[config.mk]
export PLATFORM = sky130hd
export DESIGN_NAME = mem_fetch_ctrl
export DESIGN_NICKNAME = d
export VERILOG_FILES = /design/src/rtl/mem_fetch_pkg.sv /design/src/rtl/mem_req_fifo.sv /design/src/rtl/mem_fetch_ctrl.sv
export SDC_FILE = /design/constraint.sdc
export NUM_CORES = 1
export LEC_CHECK = 0
export BUFFER_PORTS_ARGS = -buffer_cell sky130_fd_sc_hd__buf_2
export CAP_MARGIN = 20
export CORE_ASPECT_RATIO = 0.9
export CORE_MARGIN = 2
export CORE_UTILIZATION = 59
export CTS_CLUSTER_DIAMETER = 60
export DETAILED_ROUTE_END_ITERATION = 10
export HOLD_SLACK_MARGIN = 0.1
export PLACE_DENSITY_LB_ADDON = 0.1
export SETUP_SLACK_MARGIN = 0.1
export SLEW_MARGIN = 10
export SYNTH_ARGS = -nofsm -noshare
export SYNTH_HDL_FRONTEND = slang
export SYNTH_HIERARCHICAL = 1
export SYNTH_SLANG_ARGS = --single-unit
[constraint.sdc]
create_clock -name clk -period 3.6 [get_ports clk]
set_clock_uncertainty 0.2 [all_clocks]
set_input_delay 0 -clock clk [delete_from_list [all_inputs] [get_ports clk]]
set_output_delay 0 -clock clk [all_outputs]
set_load 0.01 [all_outputs]
[src/rtl/mem_fetch_pkg.sv]
// rtl/mem_fetch_pkg.sv - shared state encoding and data pattern for the memory fetch controller
package mem_fetch_pkg;

    typedef enum logic [1:0] {
        ST_IDLE = 2'd0,
        ST_WAIT = 2'd1,
        ST_RESP = 2'd2
    } fetch_state_t;

    localparam logic [31:0] DEFAULT_BASE_PATTERN = 32'hCAFEBABE;
    localparam int          PATTERN_WIDTH        = 64;

    // Memory contents are the seed XOR the zero-extended address; callers truncate to their width.
    function automatic logic [PATTERN_WIDTH-1:0] fetch_pattern(
        input logic [PATTERN_WIDTH-1:0] base,
        input logic [PATTERN_WIDTH-1:0] addr
    );
        return base ^ addr;
    endfunction

endpackage

[src/rtl/mem_req_fifo.sv]
// rtl/mem_req_fifo.sv - request address FIFO with wrap-bit pointers and async reset
module mem_req_fifo #(
    parameter int WIDTH = 11,
    parameter int DEPTH = 2
) (
    input  logic             clk,
    input  logic             rst,
    input  logic             push,
    input  logic [WIDTH-1:0] push_data,
    input  logic             pop,
    output logic [WIDTH-1:0] pop_data,
    output logic             full,
    output logic             empty
);

    localparam int PW = $clog2(DEPTH);

    logic [PW:0]      wr_ptr;
    logic [PW:0]      rd_ptr;
    logic [WIDTH-1:0] mem [DEPTH];
    logic             push_en;
    logic             pop_en;

    // Same index with differing wrap bits means every slot is occupied.
    assign full     = (wr_ptr[PW] != rd_ptr[PW]) && (wr_ptr[PW-1:0] == rd_ptr[PW-1:0]);
    assign empty    = (wr_ptr == rd_ptr);
    assign push_en  = push && !full;
    assign pop_en   = pop && !empty;
    assign pop_data = mem[rd_ptr[PW-1:0]];

    always_ff @(posedge clk or posedge rst) begin
        if (rst) begin
            wr_ptr <= '0;
            rd_ptr <= '0;
        end else begin
            if (push_en) wr_ptr <= wr_ptr + 1'b1;
            if (pop_en)  rd_ptr <= rd_ptr + 1'b1;
        end
    end

    always_ff @(posedge clk) begin
        if (push_en) mem[wr_ptr[PW-1:0]] <= push_data;
    end

endmodule

[src/rtl/mem_fetch_ctrl.sv]
// rtl/mem_fetch_ctrl.sv - in-order main-memory fetch engine with programmable response latency
module mem_fetch_ctrl
    import mem_fetch_pkg::*;
#(
    parameter int                    ADDR_WIDTH   = 11,
    parameter int                    DATA_WIDTH   = 32,
    parameter int                    LATENCY      = 4,
    parameter int                    QUEUE_DEPTH  = 2,
    parameter logic [DATA_WIDTH-1:0] BASE_PATTERN = DATA_WIDTH'(DEFAULT_BASE_PATTERN),
    localparam int                   PEND_W       = $clog2(QUEUE_DEPTH + 1) + 1
) (
    input  logic                  clk,
    input  logic                  rst,
    input  logic                  req_valid,
    output logic                  req_ready,
    input  logic [ADDR_WIDTH-1:0] req_addr,
    output logic                  rsp_valid,
    input  logic                  rsp_ready,
    output logic [ADDR_WIDTH-1:0] rsp_addr,
    output logic [DATA_WIDTH-1:0] rsp_data,
    output logic [PEND_W-1:0]     pending,
    output logic                  busy
);

    localparam logic [7:0] LAT_START = 8'(LATENCY - 2);

    fetch_state_t          state, state_d;
    logic [7:0]            cnt, cnt_d;
    logic                  rsp_valid_d;
    logic [ADDR_WIDTH-1:0] rsp_addr_d;
    logic [DATA_WIDTH-1:0] rsp_data_d;
    logic [ADDR_WIDTH-1:0] svc_addr, svc_addr_d;
    logic [DATA_WIDTH-1:0] svc_data, svc_data_d;

    logic                  fifo_pop;
    logic                  fifo_full;
    logic                  fifo_empty;
    logic [ADDR_WIDTH-1:0] head_addr;
    logic [DATA_WIDTH-1:0] head_data;
    logic                  accept;
    logic                  handshake;

    assign req_ready = !fifo_full;
    assign accept    = req_valid && !fifo_full;
    assign handshake = rsp_valid && rsp_ready;
    assign busy      = (pending != '0);
    assign head_data = DATA_WIDTH'(fetch_pattern(PATTERN_WIDTH'(BASE_PATTERN), PATTERN_WIDTH'(head_addr)));

    mem_req_fifo #(
        .WIDTH (ADDR_WIDTH),
        .DEPTH (QUEUE_DEPTH)
    ) u_req_fifo (
        .clk       (clk),
        .rst       (rst),
        .push      (accept),
        .push_data (req_addr),
        .pop       (fifo_pop),
        .pop_data  (head_addr),
        .full      (fifo_full),
        .empty     (fifo_empty)
    );

    always_ff @(posedge clk or posedge rst) begin
        if (rst) begin
            state     <= ST_IDLE;
            cnt       <= '0;
            rsp_valid <= 1'b0;
            rsp_addr  <= '0;
            rsp_data  <= '0;
            svc_addr  <= '0;
            svc_data  <= '0;
        end else begin
            state     <= state_d;
            cnt       <= cnt_d;
            rsp_valid <= rsp_valid_d;
            rsp_addr  <= rsp_addr_d;
            rsp_data  <= rsp_data_d;
            svc_addr  <= svc_addr_d;
            svc_data  <= svc_data_d;
        end
    end

    always_comb begin
        state_d     = state;
        cnt_d       = cnt;
        rsp_valid_d = rsp_valid;
        rsp_addr_d  = rsp_addr;
        rsp_data_d  = rsp_data;
        svc_addr_d  = svc_addr;
        svc_data_d  = svc_data;
        fifo_pop    = 1'b0;
        case (state)
            ST_IDLE: begin
                if (!fifo_empty) begin
                    fifo_pop   = 1'b1;
                    svc_addr_d = head_addr;
                    svc_data_d = head_data;
                    cnt_d      = LAT_START;
                    state_d    = ST_WAIT;
                end
            end
            ST_WAIT: begin
                if (cnt == 8'd0) begin
                    rsp_valid_d = 1'b1;
                    rsp_addr_d  = svc_addr;
                    rsp_data_d  = svc_data;
                    state_d     = ST_RESP;
                end else begin
                    cnt_d = cnt - 8'd1;
                end
            end
            ST_RESP: begin
                if (rsp_ready) begin
                    rsp_valid_d = 1'b0;
                    // A queued request starts service on the handshake edge itself.
                    if (!fifo_empty) begin
                        fifo_pop   = 1'b1;
                        svc_addr_d = head_addr;
                        svc_data_d = head_data;
                        cnt_d      = LAT_START;
                        state_d    = ST_WAIT;
                    end else begin
                        state_d = ST_IDLE;
                    end
                end
            end
            default: state_d = ST_IDLE;
        endcase
    end

    always_ff @(posedge clk or posedge rst) begin
        if (rst) begin
            pending <= '0;
        end else begin
            case ({accept, handshake})
                2'b10:   pending <= pending + PEND_W'(1);
                2'b01:   pending <= pending - PEND_W'(1);
                default: pending <= pending;
            endcase
        end
    end

endmodule

-- After elaboration in Yosys (flattened, before gate mapping)
Memories as Yosys holds them, arrays and structs flattened.
Cells that the tools add are included.
- flip-flop bits (word level): 104
- latch bits: 0
- bits in writable memories: 22
- ROM bits: 0
- bits of input ports: 15
- output and inout bits: 49
- word-level logic and storage cells: 71
- memories: 1
- memories (name ; depth ; width ; rd ports ; clocked after memory_dff ; wr ports ; line ; RTL):
    u_req_fifo.mem ; 2 ; 11 ; 1 ; 0 ; 1 ; mem_req_fifo.sv:20 ; logic [WIDTH-1:0] mem [DEPTH];
- $add $sub $neg: 5
- $mul: 0
- divide/modulo/power cells: 0
- order comparisons: 0
- equality and inequality tests: 11
- shift operators: 0
- multiplexer cells: 24
- bitwise logic cells: 1
- reduce and logical (&&, ||, !) cells: 19
- operators by type and width (kind ; count):
    $mux 32 ; 2
    $pmux 32 s2 ; 1
    $mux 8 ; 3
    $pmux 8 s3 ; 1
    $mux 11 ; 2
    $not 7->22 ; 1
    $pmux 11 s2 ; 1
    $reduce_and 3->1 ; 3
    $logic_not 8->1 ; 1
    $ne 2x2->1 const B ; 4
    $sub 8x1->8 const B ; 1
    $mux 1 ; 7
    $mux 2 ; 3
    $pmux 2 s3 ; 1
    $pmux 3 s2 ; 1
    $reduce_bool 2->1 ; 3
    $reduce_bool 3->1 ; 2
    $logic_and 1x1->1 ; 5
    $add 2x1->2 const B ; 2
    $eq 2x1->1 const B ; 2
    $eq 2x2->1 const B ; 2
    $pmux 1 s2 ; 2
    $reduce_and 2->1 ; 2
    $add 3x1->3 const B ; 1
    6 further kinds ; 7

-- Longest topological paths before layout
Gate-level depths: netlist of run 1.
- word-level depth: 7
- mapped depth: 12
- gate-level depth less buffers: 10

-- Cells and area by module
The synthesis of run 1 kept the hierarchy.
- modules (own cells, without submodules) (module ; instances ; cells an instance ; area each (um2) ; sequential area each (um2)):
    mem_fetch_ctrl ; 1 ; 198 ; 2427.3 ; 1301.2
    mem_req_fifo ; 1 ; 61 ; 1046.0 ; 760.7

-- Least setup slack after synthesis of run 1
No wires, ideal clock.
- kind: register to register
- start point: register u_req_fifo.rd_ptr[0]
- end point: memory u_req_fifo.mem[1][0], enable pin
- library setup time: 0.382 ns
- arrival: 1.881 ns
- required time: 3.018 ns
- setup slack: 1.136 ns
- cell stages (with the launch flop): 10
- buffers on the path: 2
- clock period less this slack: 2.464 ns
- path through: dfrtp_1 buf_2 buf_2 xor2_1 nor2_1 inv_1 nand2_1 inv_1 nand2_1 a21oi_1
- word-level cells in the longest chain between the ends: 7
- RTL lines (element ; line ; RTL):
    from (decl) ; mem_req_fifo.sv:19 ; logic [PW:0] rd_ptr;
    from (signal assigned) ; mem_req_fifo.sv:37 ; if (pop_en) rd_ptr <= rd_ptr + 1'b1;
    $eq 1x1->1 ; mem_req_fifo.sv:25 ; assign full = (wr_ptr[PW] != rd_ptr[PW]) && (wr_ptr[PW-1:0] == rd_ptr[PW-1:0]);
    $logic_and 1x1->1 ; mem_req_fifo.sv:25 ;
    via fifo_full ; mem_fetch_ctrl.sv:36 ; logic fifo_full;
    $logic_not 1->1 ; - ;
    via req_ready ; mem_fetch_ctrl.sv:15 ; output logic req_ready,
    $logic_and 1x1->1 ; mem_fetch_ctrl.sv:44 ; assign accept = req_valid && !fifo_full;
    via accept ; mem_fetch_ctrl.sv:40 ; logic accept;
    $logic_and 1x1->1 ; mem_req_fifo.sv:27 ; assign push_en = push && !full;
    $mux 1 ; mem_req_fifo.sv:42 ; if (push_en) mem[wr_ptr[PW-1:0]] <= push_data;
    $mux 1 (implied by the code) ; mem_req_fifo.sv:42 ;
    to (decl) ; mem_req_fifo.sv:20 ;
The timed path passes the listed nets, and every way through them passes these cells.

-- Final worst setup path of run 1
- start point: register u_req_fifo.rd_ptr[0]
- end point: register pending[2]
- word-level cells in the longest chain between the ends: 6
- elaborated cells on any way between the ends: 8
- classes of those cells: 3 x eq/ne; 1 x mux; 4 x reduce/logical
- RTL lines (element ; line ; RTL):
    $eq 1x1->1 * ; mem_req_fifo.sv:25 ;
    $logic_and 1x1->1 * ; mem_req_fifo.sv:25 ;
    via fifo_full ; mem_fetch_ctrl.sv:36 ;
    $logic_not 1->1 * ; mem_fetch_ctrl.sv:44 ;
    $logic_and 1x1->1 * ; mem_fetch_ctrl.sv:44 ;
    $eq 2x1->1 / $eq 2x2->1 (equally long branches) ; mem_fetch_ctrl.sv:135 ; case ({accept, handshake})
    $pmux 3 s2 / $reduce_bool 2->1 (equally long branches) ; - ;
    to (signal assigned) ; mem_fetch_ctrl.sv:136 ; 2'b10: pending <= pending + PEND_W'(1);
    to (signal assigned) ; mem_fetch_ctrl.sv:137 ; 2'b01: pending <= pending - PEND_W'(1);
    to (signal assigned) ; mem_fetch_ctrl.sv:138 ; default: pending <= pending;
    to (decl) ; mem_fetch_ctrl.sv:21 ; output logic [PEND_W-1:0] pending,
Mark *: on every way through the listed nets, which the timed path passes. The rest lies on a longest branch.
A chain may end at the register's enable or synchronous reset.

==> impl_metrics.yaml, run 1 <==
pwr:
  p_leak_uw: 0.00189
  powerDensity_nw_per_um2: 942
  vdd_drop_max_mv: 0.565
worst_setup_path:
  cp_slowest_stage_delay_ps: 780
  crit_path_end_kind: "flip-flop"
  critical_path_required_ps: 3680
  crit_type: "reg -> reg"
  slowest_stage: "dfrtp_1"
  crit_chain: "xor2_1, nor2_1, inv_1, nand2_1, ha_1, inv_1, fa_1, xor2_1, nor2_1, xor2_1"
  cpMostUsedCell: "xor2_1"
  worstPathMaxFanout: 19
  worst-path-buf-inv: 2
  crit_family: "flip-flops"
  critPathLaunchType: "flip-flop"
  critPathArrivalTime_ps: 2560
detailed_routing:
  drc_errors: 0
  wl_per_cell_um: 13.9
  final_antenna_net_count: 0
  viasPerCell: 5.17
  vias: 2036
  drt_iter0_drc: 87
  drtPass1Iterations: 4
  postRouteWirelength_mm: 5.47
floorplanning:
  rows: 26
  io_pins: 64
  core_um2: 5690
  die_area_um2: 6520
  die_x_um: 84.9
  start_util_pct: 61.0
  die_h_um: 76.8
flow_run:
  maxCapViolations: 0
layout:
  fin_nets: 338
  final_cell_mix: "buf_2, dfrtp_1, mux2_2"
  antenna_cells: 0
  areaGrowthSynthToFinish_pct: 16.7
  drive_gt1_share_pct: 36.4
  utilization_pct: 71.2
  seq_area_um2: 2060
  mostFrequentLayoutCell: "buf_2"
  multi_input_area_um2: 1140
  n_fill_cell: 400
sta:
  drv_slew: 0
  worst_pin_slew_ps: 674
  finalHoldViolCount: 0
  maxSlewHeadroom_pct: 55.1
  rsz0062_at_grt: "no"
  whs_ps: 171
  fin_crit_ps: 2480
  max_freq_mhz: 403
  fin_crit_sh_pct: 68.9
  tns_ps: 0
  setup_viol: 0
synth:
  yosysSeqAreaShare_pct: 59.4
  ys_warn_count: 6
  ys_types: 45
  async_flop_share_pct: 71.8
  synth_edf_count: 22
  synth_area_um2: 3470
  ys_seq_elements: 78
  synth.avg_cell_area_um2: 13.4
  synth_cells: 259
  ys.flop_type: "dfrtp_1"
clock_tree:
  cts_sinks: 78
  postCtsSetupRepairBufs: 0
  clockBufferDepth: 2
  clk_pin_slew_ps: 80
  cts_buffers: 9
  cts_tree: "done"
  clock_latency_ps: 350
  clockRootBuffer: "clkbuf_8"
  htreeDepth: 3
placed_design:
  numPortBuffers: 57
  gp_congestion: 0.738
  dp_hpwl_mm: 3.59
global_route:
  grt_max_degree: 53
  antenna_found_initial: 0
  overflow: 0
  grt_pass1_vias: 1994
  grt_pass1_wl_mm: 9.52
  track_usage_pct: 19.0
hold_path:
  hold_path_class: "in -> reg"
outcome:
  status: "completed"
[sequential cells by signal (all words and copies together), names as in the netlist]
signal and flops:
pending 3, svc_addr 10, u_req_fifo/mem 22, u_req_fifo/wr_ptr 2, state 2, rsp_data 9
u_req_fifo/rd_ptr 2, cnt 8, rsp_addr 10, svc_data 9, rsp_valid 1
[metrics by stage]
| stage | instances | setup WS, ps | cell area, um^2 | total power, uW |
|---|---|---|---|---|
| 2_1_floorplan | 264 | 1140 | 3490 | 2820 |
| 3_3_place_gp | 361 | 1130 | 3660 | 3100 |
| 3_5_place_dp | 361 | 1100 | 3660 | 3140 |
| 4_1_cts | 392 | 1100 | 4020 | 3860 |
| 5_1_grt | 394 | 879 | 4050 | 4110 |
| 6_report | 394 | 1120 | 4050 | 3820 |
[path summary, 6_finish.rpt]
kind | start | end | slack [ps] | cells past startpoint
worst max-delay path | u_req_fifo/rd_ptr[0] | pending[2] | 1120 | 10
worst min-delay path | req_addr[7] | u_req_fifo/mem[0][7] | 170 | 2
worst max register to register | u_req_fifo/rd_ptr[0] | pending[2] | 1120 | 10
worst min register to register | svc_data[30] | svc_data[30] | 270 | 1
max in group asynchronous | rst | u_req_fifo/wr_ptr[0] | 2020 | 5
min in group asynchronous | rst | svc_addr[6] | 530 | 4
[worst reg2reg max path: stages (launching register included)]
cell	delay (ps)
dfrtp_1	780
xor2_1	180
nor2_1	120
inv_1	50
nand2_1	80
ha_1	180
inv_1	60
fa_1	370
xor2_1	150
nor2_1	110
xor2_1	140
[cell families after synthesis]
group / count (synthesis) / synth area share [%]
compound gates: 24 / 4.40
mux: 49 / 16.2
other cells: 1 / 0.108
buf+inv: 49 / 8.29
simple gates: 43 / 6.95
flops: 78 / 59.4
fa+ha+maj: 4 / 1.66
xor+xnor: 11 / 2.99
[layout make-up]
cell class,instances,area share [%]
Clock buffer,11,3.24
Clock inverter,5,2.10
Inverter,17,1.57
Multi-Input combinational cell,137,28.2
Sequential cell,78,50.9
Tap cell,70,2.16
Timing Repair Buffer,76,11.9
[what timing repair did]
action | 4_1_cts | 5_1_grt
hold endpoints to repair | 87 | 15
hold buffers | 15 | 1
gates resized for setup | 0 | 0
[cells in the mapped netlist (2+ instances only)]
cell	count	area share [%]
clkbuf_1	2	0.22
xor2_1	8	2.0
nor2_1	9	0.97
dfrtp_1	56	40
nor4b_1	2	0.50
o211ai_1	2	0.43
inv_1	17	1.8
buf_4	24	5.2
mux2_4	7	3.0
a21oi_1	2	0.29
ha_1	3	1.1
xnor2_1	2	0.50
o21ai_0	8	1.2
o21ai_1	4	0.58
mux2i_1	11	3.2
mux2_2	30	9.7
edfxtp_1	22	19
nand2_1	18	1.9
nand2b_1	2	0.36
buf_2	5	0.72
[power breakdown]
part	internal, uW	total, uW	switching, uW
sequential	1310	1580	270
combinational	775	1540	763
clock	393	699	306
total	2480	3820	1340
[routing by layer]
layer | vias up | global-route usage [%] | wire length, um
li1 | 984 | - | -
met1 | 980 | 24.3 | 2460
met2 | 65 | 29.8 | 2630
met3 | 7 | 6.78 | 300
met4 | 0 | 7.62 | 80
met5 | - | 0 | 0
(Power assumes the default switching activity.)
==> inputs of run 2 (changes only) <==
CORE_UTILIZATION = 55   (was 59)
clock period = 2.46 ns   (was 3.6 ns; I/O delays follow)
==> impl_metrics.yaml, run 2 (synthesis results as in run 1) <==
worst_setup_path:
  critPathArrivalTime_ps: 2260
  ff2ff_setup_slack_ps: 270
  reg2reg_from: "u_req_fifo/wr_ptr[1]"
  r2r_end: "pending[2]"
  critPathLaunchType: "flip-flop"
  crit_type: "reg -> reg"
  worstPathMaxFanout: 5
  critical_path_required_ps: 2530
  crit_path_end_kind: "flip-flop"
  reg2regPathDepth: 10
detailed_routing:
  postRouteWirelength_mm: 5.84
  vias: 2035
  drc_errors: 0
  drtPass1Iterations: 4
  wl_per_cell_um: 14.1
  viasPerCell: 4.90
  drt_iter0_drc: 58
  final_antenna_net_count: 0
layout:
  mostFrequentLayoutCell: "buf_2"
  drive_gt1_share_pct: 38.4
  utilization_pct: 66.6
  fin_nets: 342
  fin_cells: 415
  largest_register_ffs: 22
  areaGrowthSynthToFinish_pct: 17.2
  antenna_cells: 0
  final_cell_mix: "buf_2, dfrtp_1, mux2_2"
global_route:
  grt_pass1_wl_mm: 9.51
  overflow: 0
  track_usage_pct: 18.4
  grt_pass1_vias: 1978
  antenna_found_initial: 0
  grt_max_degree: 25
floorplanning:
  io_pins: 64
  core_um2: 6110
  start_util_pct: 56.8
  die_h_um: 79.4
  rows: 27
  die_area_um2: 6970
  die_x_um: 87.8
placed_design:
  dp_hpwl_mm: 3.94
  numPortBuffers: 57
  gp_congestion: 0.809
  place_inst: 384
clock_tree:
  clk_pin_slew_ps: 90
  cts_resized: 0
  cts_sinks: 78
  ctsHoldBuffers: 15
  cts_tree: "done"
  clockBufferDepth: 2
  clock_latency_ps: 350
  clockRootBuffer: "clkbuf_8"
  cts_buffers: 9
  htreeDepth: 3
  postCtsSetupRepairBufs: 0
hold_path:
  worstHoldStart: "req_addr[8]"
  holdPathStages: 2
  hold_end: "u_req_fifo/mem[0][8]"
  hold_path_class: "in -> reg"
sta:
  max_freq_mhz: 457
  finalHoldViolCount: 0
  worst_pin_slew_ps: 506
  fin_crit_ps: 2190
  tns_ps: 0
  maxSlewHeadroom_pct: 66.2
  setup_viol: 0
  fin_crit_sh_pct: 89.0
  rsz0062_at_grt: "no"
  drv_slew: 0
  whs_ps: 165
pwr:
  p_leak_uw: 0.00189
  powerDensity_nw_per_um2: 1360
  vdd_drop_max_mv: 0.835
flow_run:
  maxCapViolations: 0
outcome:
  status: "completed"
## run 2: changes by cell type in the layout (fill, tap and decap cells not counted), moves of 2 or more
cell,previous run,this run
clkbuf_1,2,0
bufinv_16,2,0
inv_6,0,2
buf_4,2,7
## run 2: routing by layer
layer | part of all wire (%) | up-vias | track usage, % | wire length, um
met3 | 4.8 | 8 | 6.72 | 283
met2 | 51 | 51 | 30.5 | 2970
met4 | 0.96 | 0 | 5.08 | 56
met5 | 0 | - | 0 | 0
met1 | 43 | 998 | 22.9 | 2520
li1 | - | 978 | - | -
## run 2: worst max-delay path by stage
stage / start / to / slack, ps
after floorplan: u_req_fifo/rd_ptr[0] / pending[2] / 110
after global placement: u_req_fifo/rd_ptr[1] / pending[2] / 360
after detailed placement: u_req_fifo/rd_ptr[1] / pending[2] / 270
after CTS: u_req_fifo/wr_ptr[1] / pending[2] / 260
after global routing: u_req_fifo/rd_ptr[1] / pending[2] / 140
final: u_req_fifo/wr_ptr[1] / pending[2] / 270
## run 2: report_power, final
group	total, uW	internal, uW	switching, uW
sequential	2270	1920	350
combinational	2390	1180	1200
clock	876	380	497
total	5530	3480	2050
## run 2: cell type report
class | instances | area (um^2)
sequential | 78 | 2060
fill | 466 | 2040
multi-input combinational | 137 | 1150
timing repair buffer | 80 | 508
clock buffer | 9 | 124
tap | 87 | 109
inverter | 17 | 63.8
clock inverter | 7 | 57.6
## run 2: critical path, cell delays in order (launching register included)
cell and delay, ps:
dfrtp_1 460, xnor2_2 190, nor2_1 110, inv_1 60, nand2_1 90, ha_1 180, inv_1 60, fa_1 370
xor2_1 150, nor2_1 110, xor2_1 150
## run 2: through the flow
stage | total power, uW | cell area, um^2 | setup WS, ps
floorplan | 4140 | 3500 | 114
detailed placement | 4690 | 3740 | 273
global placement | 4610 | 3740 | 356
global route | 5930 | 4070 | 136
finish | 5530 | 4070 | 270
CTS | 5600 | 4070 | 261
==> inputs of run 3 (changes only) <==
--- a/constraint.sdc
+++ b/constraint.sdc
@@ -4,2 +4,2 @@
 set_output_delay 0 -clock clk [all_outputs]
-set_load 0.01 [all_outputs]
+set_load 0.1 [all_outputs]
==> impl_metrics.yaml, run 3 (synthesis results as in run 1) <==
global_route:
  track_usage_pct: 18.3
  overflow: 0
  grt_pass1_wl_mm: 9.52
  grt_max_degree: 28
  grt_pass1_vias: 2039
  antenna_found_initial: 0
clock_tree:
  clock_latency_ps: 350
  clockBufferDepth: 2
  clk_pin_slew_ps: 80
  ctsHoldBuffers: 15
  cts_sinks: 78
  cts_resized: 0
  postCtsSetupRepairBufs: 0
  htreeDepth: 3
  cts_buffers: 9
  cts_tree: "done"
  clockRootBuffer: "clkbuf_8"
sta:
  finalHoldViolCount: 0
  max_freq_mhz: 454
  rsz0062_at_grt: "no"
  fin_crit_sh_pct: 89.6
  fin_crit_ps: 2200
  drv_slew: 0
  setup_viol: 0
  whs_ps: 169
floorplanning:
  rows: 27
  die_x_um: 87.8
  core_um2: 6110
  die_area_um2: 6970
  io_pins: 64
  die_h_um: 79.4
  start_util_pct: 56.8
layout:
  fin_cells: 413
  areaGrowthSynthToFinish_pct: 18.0
  largest_register_ffs: 22
  antenna_cells: 0
  final_cell_mix: "buf_2, dfrtp_1, mux2_2"
  mostFrequentLayoutCell: "buf_2"
  drive_gt1_share_pct: 39.3
  utilization_pct: 67.1
  fin_nets: 340
detailed_routing:
  wl_met2_mm: 2.64
  viasPerCell: 4.87
  wl_met1_mm: 2.54
  wl_per_cell_um: 13.5
  vias: 2013
  top_layer: "met4"
  wl_met3_um: 292
  drtPass1Iterations: 4
  postRouteWirelength_mm: 5.59
  final_antenna_net_count: 0
  drt_iter0_drc: 68
  drc_errors: 0
worst_setup_path:
  critical_path_required_ps: 2540
  reg2regPathDepth: 10
  worstPathMaxFanout: 6
  critPathLaunchType: "flip-flop"
  crit_path_end_kind: "flip-flop"
  critPathArrivalTime_ps: 2280
  crit_type: "reg -> reg"
outcome:
  status: "completed"
placed_design:
  dp_hpwl_mm: 3.78
  gp_congestion: 0.761
  numPortBuffers: 57
  place_inst: 382
hold_path:
  hold_path_class: "in -> reg"
  holdPathStages: 2
flow_run:
  maxCapViolations: 0
[run 3: final timing paths]
check / slack [ps] / to / start
setup / recovery: 260 / pending[2] / u_req_fifo/rd_ptr[1]
hold / removal: 170 / u_req_fifo/mem[0][10] / req_addr[10]
setup reg to reg: 260 / pending[2] / u_req_fifo/rd_ptr[1]
hold reg to reg: 270 / svc_data[30] / svc_data[30]
max in group asynchronous: 870 / rsp_addr[4] / rst
min in group asynchronous: 450 / u_req_fifo/rd_ptr[0] / rst
[run 3: final cells by class]
| type | count | area [um^2] |
|---|---|---|
| Clock buffer | 9 | 124 |
| Sequential cell | 78 | 2060 |
| Fill cell | 460 | 2010 |
| Inverter | 17 | 67.6 |
| Clock inverter | 7 | 97.6 |
| Multi-Input combinational cell | 137 | 1160 |
| Timing Repair Buffer | 78 | 480 |
| Tap cell | 87 | 109 |
[run 3: routing by layer]
| layer | up-vias | GRT usage (%) |
|---|---|---|
| met1 | 970 | 23.2 |
| li1 | 977 | - |
| met5 | - | 0 |
| met3 | 9 | 5.38 |
| met4 | 0 | 7.38 |
| met2 | 57 | 29.4 |
[run 3: per-stage QoR]
| stage | setup slack (ps) | setup TNS, ps | instance area (um^2) |
|---|---|---|---|
| floorplan | -387 | -3870 | 3530 |
| global placement | 300 | 0 | 3730 |
| detailed placement | 247 | 0 | 3730 |
| CTS | 231 | 0 | 4100 |
| global route | 102 | 0 | 4100 |
| finish | 256 | 0 | 4100 |
[run 3: critical path, stage by stage, from the launching register on]
cell and delay (ps):
dfrtp_1 460, xnor2_2 180, nor2_1 180, clkinvlp_4 120
nand2_2 90, ha_4 140, inv_2 30, fa_2 320
xor2_1 160, nor2_1 110, xor2_1 140
Power of run 3 is not shown: default switching activity piles up to over one toggle a cycle in this logic, so the estimate is an artifact.
